==> config.mk <==
export PLATFORM = sky130hd
export DESIGN_NAME = mem_bus_arbiter
export DESIGN_NICKNAME = d
export VERILOG_FILES = /design/src/rtl/mem_bus_arbiter.sv
export SDC_FILE = /design/constraint.sdc
export NUM_CORES = 1
export LEC_CHECK = 0
export ABC_AREA = 0
export BUFFER_PORTS_ARGS = -buffer_cell sky130_fd_sc_hd__buf_2
export CAP_MARGIN = 5
export CORE_MARGIN = 3
export CORE_UTILIZATION = 33
export CTS_CLUSTER_DIAMETER = 100
export CTS_CLUSTER_SIZE = 10
export DETAILED_ROUTE_END_ITERATION = 10
export PLACE_DENSITY = 0.9
export SKIP_CTS_REPAIR_TIMING = 1
export SYNTH_ARGS = -nofsm -noshare
export SYNTH_HDL_FRONTEND = slang
export SYNTH_SLANG_ARGS = --single-unit
export TNS_END_PERCENT = 1
==> constraint.sdc <==
create_clock -name clk_i -period 2.1 [get_ports clk_i]
set_input_delay 0.105 -clock clk_i [delete_from_list [all_inputs] [get_ports clk_i]]
set_output_delay 0.105 -clock clk_i [all_outputs]
set_load 0.03 [all_outputs]
==> src/rtl/mem_bus_arbiter.sv <==
// mem_bus_arbiter: shares one 8-bit memory bus between master 0 (CPU) and
// master 1 (UART boot-loader / DMA). Owner-based arbitration with round-robin
// tie breaking; read responses are tagged back to the issuing master through
// a READ_LATENCY-deep tag pipeline.
// Optional feature: define ARB_BURST_LIMIT_EN to cap an owner at MAX_BURST
// consecutive beats while the other master is waiting.
module mem_bus_arbiter #(
  parameter int READ_LATENCY = 1,  // 1..3
  parameter int MAX_BURST    = 4
) (
  input  logic       clk_i,
  input  logic       reset_ni,
  input  logic       m0_req_i,
  input  logic       m0_we_i,
  input  logic [7:0] m0_addr_i,
  input  logic [7:0] m0_wdata_i,
  output logic       m0_gnt_o,
  output logic       m0_rvalid_o,
  output logic [7:0] m0_rdata_o,
  input  logic       m1_req_i,
  input  logic       m1_we_i,
  input  logic [7:0] m1_addr_i,
  input  logic [7:0] m1_wdata_i,
  output logic       m1_gnt_o,
  output logic       m1_rvalid_o,
  output logic [7:0] m1_rdata_o,
  output logic       mem_we_o,
  output logic [7:0] mem_addr_o,
  output logic [7:0] mem_wdata_o,
  input  logic [7:0] mem_rdata_i,
  output logic       busy_o
);

  typedef enum logic [1:0] {IDLE, OWN0, OWN1} state_e;

  state_e state_q, state_d;
  logic   last_owner_q, last_owner_d;

  logic [READ_LATENCY-1:0] tag_vld_q;
  logic [READ_LATENCY-1:0] tag_id_q;

`ifdef ARB_BURST_LIMIT_EN
  localparam int CNT_W = $clog2(MAX_BURST + 1);
  logic [CNT_W-1:0] beat_cnt_q, beat_cnt_d;
`endif

  // Owner-relative views of the request lines (only meaningful in OWNn).
  logic   own_id;
  logic   own_req;
  logic   oth_req;
  state_e oth_state;

  assign own_id    = (state_q == OWN1);
  assign own_req   = own_id ? m1_req_i : m0_req_i;
  assign oth_req   = own_id ? m0_req_i : m1_req_i;
  assign oth_state = own_id ? OWN0 : OWN1;

  // State, round-robin pointer and burst counter registers.
  // NOTE: sequential state uses non-blocking assignments so every register
  // samples the pre-edge values, independent of statement order.
  always_ff @(posedge clk_i or negedge reset_ni) begin
    if (!reset_ni) begin
      state_q      <= IDLE;
      last_owner_q <= 1'b1;  // master 0 wins the first tie
`ifdef ARB_BURST_LIMIT_EN
      beat_cnt_q   <= '0;
`endif
    end else begin
      state_q      <= state_d;
      last_owner_q <= last_owner_d;
`ifdef ARB_BURST_LIMIT_EN
      beat_cnt_q   <= beat_cnt_d;
`endif
    end
  end

  // Next-state: arbitration from IDLE, release / handoff from OWNn.
  // NOTE: every signal written here gets a default first, so no path can
  // leave one unassigned and infer a latch.
  always_comb begin
    state_d      = state_q;
    last_owner_d = last_owner_q;
`ifdef ARB_BURST_LIMIT_EN
    beat_cnt_d   = beat_cnt_q;
`endif
    case (state_q)
      IDLE: begin
        if (m0_req_i && m1_req_i) state_d = last_owner_q ? OWN0 : OWN1;
        else if (m0_req_i)        state_d = OWN0;
        else if (m1_req_i)        state_d = OWN1;
      end
      OWN0, OWN1: begin
        if (own_req) begin
`ifdef ARB_BURST_LIMIT_EN
          // ">=" keeps the wait bounded even if the count saturated while
          // the other master was idle.
          if (oth_req && (beat_cnt_q >= CNT_W'(MAX_BURST - 1))) begin
            state_d      = oth_state;
            last_owner_d = own_id;
          end else if (beat_cnt_q != CNT_W'(MAX_BURST)) begin
            beat_cnt_d = beat_cnt_q + 1'b1;
          end
`endif
        end else begin
          last_owner_d = own_id;
          state_d      = oth_req ? oth_state : IDLE;
        end
      end
      default: state_d = IDLE;
    endcase
`ifdef ARB_BURST_LIMIT_EN
    if (state_d != state_q) beat_cnt_d = '0;
`endif
  end

  // Outputs: grant follows the owner's request combinationally; bus idles at 0.
  always_comb begin
    m0_gnt_o    = 1'b0;
    m1_gnt_o    = 1'b0;
    mem_we_o    = 1'b0;
    mem_addr_o  = '0;
    mem_wdata_o = '0;
    case (state_q)
      OWN0: if (m0_req_i) begin
        m0_gnt_o    = 1'b1;
        mem_we_o    = m0_we_i;
        mem_addr_o  = m0_addr_i;
        mem_wdata_o = m0_wdata_i;
      end
      OWN1: if (m1_req_i) begin
        m1_gnt_o    = 1'b1;
        mem_we_o    = m1_we_i;
        mem_addr_o  = m1_addr_i;
        mem_wdata_o = m1_wdata_i;
      end
      default: ;
    endcase
  end

  logic read_beat;
  assign read_beat = (m0_gnt_o && !m0_we_i) || (m1_gnt_o && !m1_we_i);

  // Read-tag shift register: one slot per cycle of memory read latency.
  // NOTE: the tag pipeline is reset (unlike a data RAM) because a stale
  // valid bit would produce a spurious rvalid after reset is released.
  always_ff @(posedge clk_i or negedge reset_ni) begin
    if (!reset_ni) begin
      tag_vld_q <= '0;
      tag_id_q  <= '0;
    end else begin
      tag_vld_q[0] <= read_beat;
      tag_id_q[0]  <= m1_gnt_o;
      for (int i = 1; i < READ_LATENCY; i++) begin
        tag_vld_q[i] <= tag_vld_q[i-1];
        tag_id_q[i]  <= tag_id_q[i-1];
      end
    end
  end

  logic rsp_vld;
  logic rsp_id;
  assign rsp_vld = tag_vld_q[READ_LATENCY-1];
  assign rsp_id  = tag_id_q[READ_LATENCY-1];

  assign m0_rvalid_o = rsp_vld && !rsp_id;
  assign m1_rvalid_o = rsp_vld && rsp_id;
  assign m0_rdata_o  = m0_rvalid_o ? mem_rdata_i : 8'h00;
  assign m1_rdata_o  = m1_rvalid_o ? mem_rdata_i : 8'h00;

  assign busy_o = (state_q != IDLE) || (|tag_vld_q);

endmodule

# Yosys cells after proc, flatten, opt, wreduce, memory -nomap -nowiden
# Cells that the tools add are included.
totals:
  ff_bits: 5
  elab_cells: 49
op_classes:
  eq_ne: 4
  bitwise_logic: 1
  reduce_logical: 15
  mux: 25
ops:
  columns: ["cell", "n"]
  rows:
  - ["$mux 8", 6]
  - ["$pmux 8 s2", 2]
  - ["$mux 2", 7]
  - ["$mux 1", 8]
  - ["$logic_and 1x1->1", 5]
  - ["$ne 4x4->1 const B", 1]
  - ["$pmux 2 s2", 1]
  - ["$reduce_and 2->1", 2]
  - ["$logic_not 1->1", 3]
  - ["$eq 2x1->1 const B", 1]
  - ["$eq 2x2->1 const B", 1]
  - ["$logic_not 2->1", 1]
  - ["$logic_or 1x1->1", 2]
  - ["$ne 2x2->1 const B", 1]
  - ["$pmux 1 s2", 1]
  - ["$reduce_bool 2->1", 1]
  - ["$reduce_or 2->1", 1]
  - ["$not 1->1", 1]

# Depth between registers and ports, before layout
logic_depth:
  word_depth: 5
  depth_mapped: 7
  depth_no_buf: 6

# Worst setup path before layout
# Ideal clock, no wire load.
synth_timing:
  path_type: "register -> output"
  start: "register state_q[0]"
  end: "output mem_addr_o[6]"
  required_ns: 1.995
  n_path_buf: 1
  path_slack_ns: 0.398
  path_stages_with_launch: 8
  arrival_time_ns: 1.597
  cell_sequence: "dfrtp_1 -> inv_1 -> ha_1 -> nand2_2 -> clkinv_2 -> buf_6 -> a22oi_1 -> nor2b_1"
synth_via:
  elab_chain_cells: 2
  word_cells_on_any_way: 3
  classes_between: "2 x eq/ne; 1 x mux"
synth_lines:
  columns: ["item", "line", "text"]
  rows:
  - ["start, declared", "36", "state_e state_q, state_d;"]
  - ["start signal, assigned", "69", "state_q <= state_d;"]
  - ["$eq 2x2->1 or $eq 2x1->1 (tied branches)", "123", "case (state_q)"]
  - ["$pmux 8 s2 (*)", "123", null]
  - ["end, declared", "28", "output logic [7:0] mem_addr_o,"]
# Mark *: on every way between the ends. The rest lies on a longest branch, timed or not.

# Worst setup path after layout
layout_timing:
  start: "register state_q[0]"
  end: "output mem_we_o"
layout_via:
  elab_chain_cells: 2
  word_cells_on_any_way: 3
  classes_between: "2 x eq/ne; 1 x mux"
layout_lines:
  columns: ["item", "line", "text"]
  rows:
  - ["$eq 2x2->1 or $eq 2x1->1 (tied branches)", "123", null]
  - ["$pmux 1 s2 (*)", "123", null]
  - ["end, declared", "27", "output logic mem_we_o,"]
# Marked as above.

==> metrics <==
Fmax=between 500 and 600 MHz; synthesized flop and latch total=5; Worst-Skew Late Latency=0.24 ns; CP Data Arrival Time=roughly 1.8 ns; Synth warnings=0; DRT met1 WL=around 900 um; vias in the first global route=878; Die Width=53.3 um; status=completed; Setup-failing EPs final=0; CTS tree=yes; setup TNS=0 ns; area of the core=2040 um^2; Clk pwr share=9.0%; total power draw=1.24 mW; Remaining DRCs=0; Switch Pwr=0.648 mW; clk sinks=5; worst slew pin tran=0.482 ns; syn avg cell area=7.94 um^2; layout cell share with drive strength beyond 1=53.7%; drt pass-1 iters=4; Initial Util=36.2%; crit start category=flip-flop; Hold WS=between 0.07 and 0.08 ns; clk root buf=clkbuf_4; part of the power in registers=14.6%; Ant. Diodes=0; Placed Cells=197; Mapped Cells=93; ratio of final minimum period to clock period=91.1%; Fin Clk Skew=0.00272 ns; Post-Syn Area=738 um^2; Static Leak=0.706 nW; uppermost layer routed=met4; worst-path maximum fanout=19; first-pass GRT wire length=about 3700 um; drt wl/cell=approximately 12 um; net switching fraction of the power=52.5%; Core Util, Final=58.1%; Nets=~230; vias=about 1.0k; Comb pwr share=76.4%; final worst slack=between 0.15 and 0.2 ns; Cell Rows=16; Seq/Total Area, Yosys=17.1%; IO Count=84; Placed Area=1150 um^2; routed wire length=2510 um; final antenna-violating net count=0; die area=~2800 um^2; chip height=roughly 53 um; CP Capture Type=primary output; VDD IR-drop max=0.671 mV; Clock Tree Buf Depth=2; clock transition at the registers of the reported paths=0.04 ns; minimum clock period after layout=1.91 ns; Iteration-0 DRC Markers=18; Crit Path Class=reg2out; # H-tree levels=1; Placer Congestion=between 0.7 and 0.8; Max Cap Violations=0; Hold WC Path Type=in2reg; most frequent cells in the layout=buf_2, nor2b_1, a22oi_1, and2_1, and3_1; largest net degree at the start of global routing=21; initial antenna violation count=0; Mapped Nets=144; metal2 WL=1210 um; Final Non-Filler Cells=202; Slew Limit Fails=0; commonest non-fill, non-tap cell in the layout=buf_2; worst path required time=2.00 ns; power density over the cells=1040 nW/um^2; Netlist cell types=28; number of buffers created by CTS=3; slew margin rel.=around two thirds; WL met3=361 um; Place WS=0.373 ns; RSZ-0062 raised after global routing=false; Cell Int Power=0.587 mW; GRT Util Overall=roughly 18%; Detailed Place HPWL=2000 um; Syn-to-layout area delta=60.7%; final-report hold violation count=0; cell area after layout=1190 um^2; quantity of I/O buffers inserted on ports=83; total grt overflow=0; vias per std cell=5.00
[sequential cells by signal, indices dropped and copies added, names as in the netlist]
signal        cells
last_owner_q      1
rsp_vld           1
rsp_id            1
state_q           2
[final timing paths]
check	cells past startpoint	to	slack [ns]	startpoint
max	7	mem_we_o	0.19	state_q[0]
min	2	rsp_vld	0.08	m0_we_i
max reg2reg	4	state_q[0]	0.34	state_q[0]
min reg2reg	1	state_q[0]	0.60	state_q[0]
max in group asynchronous	2	last_owner_q	1.68	reset_ni
min in group asynchronous	2	rsp_id	0.21	reset_ni
[per-layer routing]
metal / vias up / GRT usage [%]
met5: - / 0
met4: 0 / 7.66
met3: 2 / 3.10
met2: 63 / 34.1
met1: 449 / 18.2
li1: 496 / -
[synthesized netlist by cell type]
library cell	count	area share, %
nand2_2	1	0.85
o32ai_1	1	1.2
nor2b_1	19	16
a21oi_1	1	0.68
mux2_4	1	2.0
buf_6	2	3.1
o22ai_1	1	0.85
and2_1	9	7.6
buf_2	1	0.68
o21ai_1	1	0.68
inv_2	2	1.0
o211ai_1	1	1.0
clkinv_2	1	0.68
and2b_1	1	1.0
nand2b_1	1	0.85
dfstp_2	1	3.6
a32oi_2	1	2.2
a32oi_1	1	1.2
mux2i_1	1	1.4
ha_1	5	8.5
inv_1	5	2.5
nand2_1	2	1.0
clkbuf_1	3	1.5
dfrtp_1	4	14
a22oi_1	17	17
o21ai_0	1	0.68
and3_1	8	6.8
mux2_2	1	1.5
[power by group through the flow]
stage                     logic (mW)  clock network (mW)  registers [mW]
after floorplan                0.740                   0           0.165
after global placement         0.921                   0           0.179
after detailed placement       0.938                   0           0.178
after CTS                      0.939               0.117           0.179
after global routing            1.03               0.119           0.187
final                          0.944               0.111           0.180
[kinds of logic (layout without fill, tap and decap cells)]
family / count (synthesis) / count (layout) / share of synthesized area (%)
adders and majority gates: 5 / 5 / 8.47
DFF: 5 / 5 / 17.1
buffers and inverters: 14 / 96 / 9.49
AOI/OAI and AO/OA: 25 / 25 / 25.8
and+or+nand+nor: 41 / 41 / 34.2
muxes: 3 / 3 / 4.91
[cell type report]
cell class,instances,area [um^2]
tap,27,33.8
clock buffer,4,26.3
multi-input combinational,74,542
fill,210,856
timing repair buffer,84,425
inverter,8,32.5
sequential,5,126
[critical path: stages (launching register included)]
cell	delay (ns)
dfrtp_1	0.41
inv_1	0.11
ha_1	0.25
nand2_2	0.12
inv_4	0.18
a22oi_1	0.14
nor2b_1	0.13
buf_2	0.21
Power figures use the tool's default switching activity.
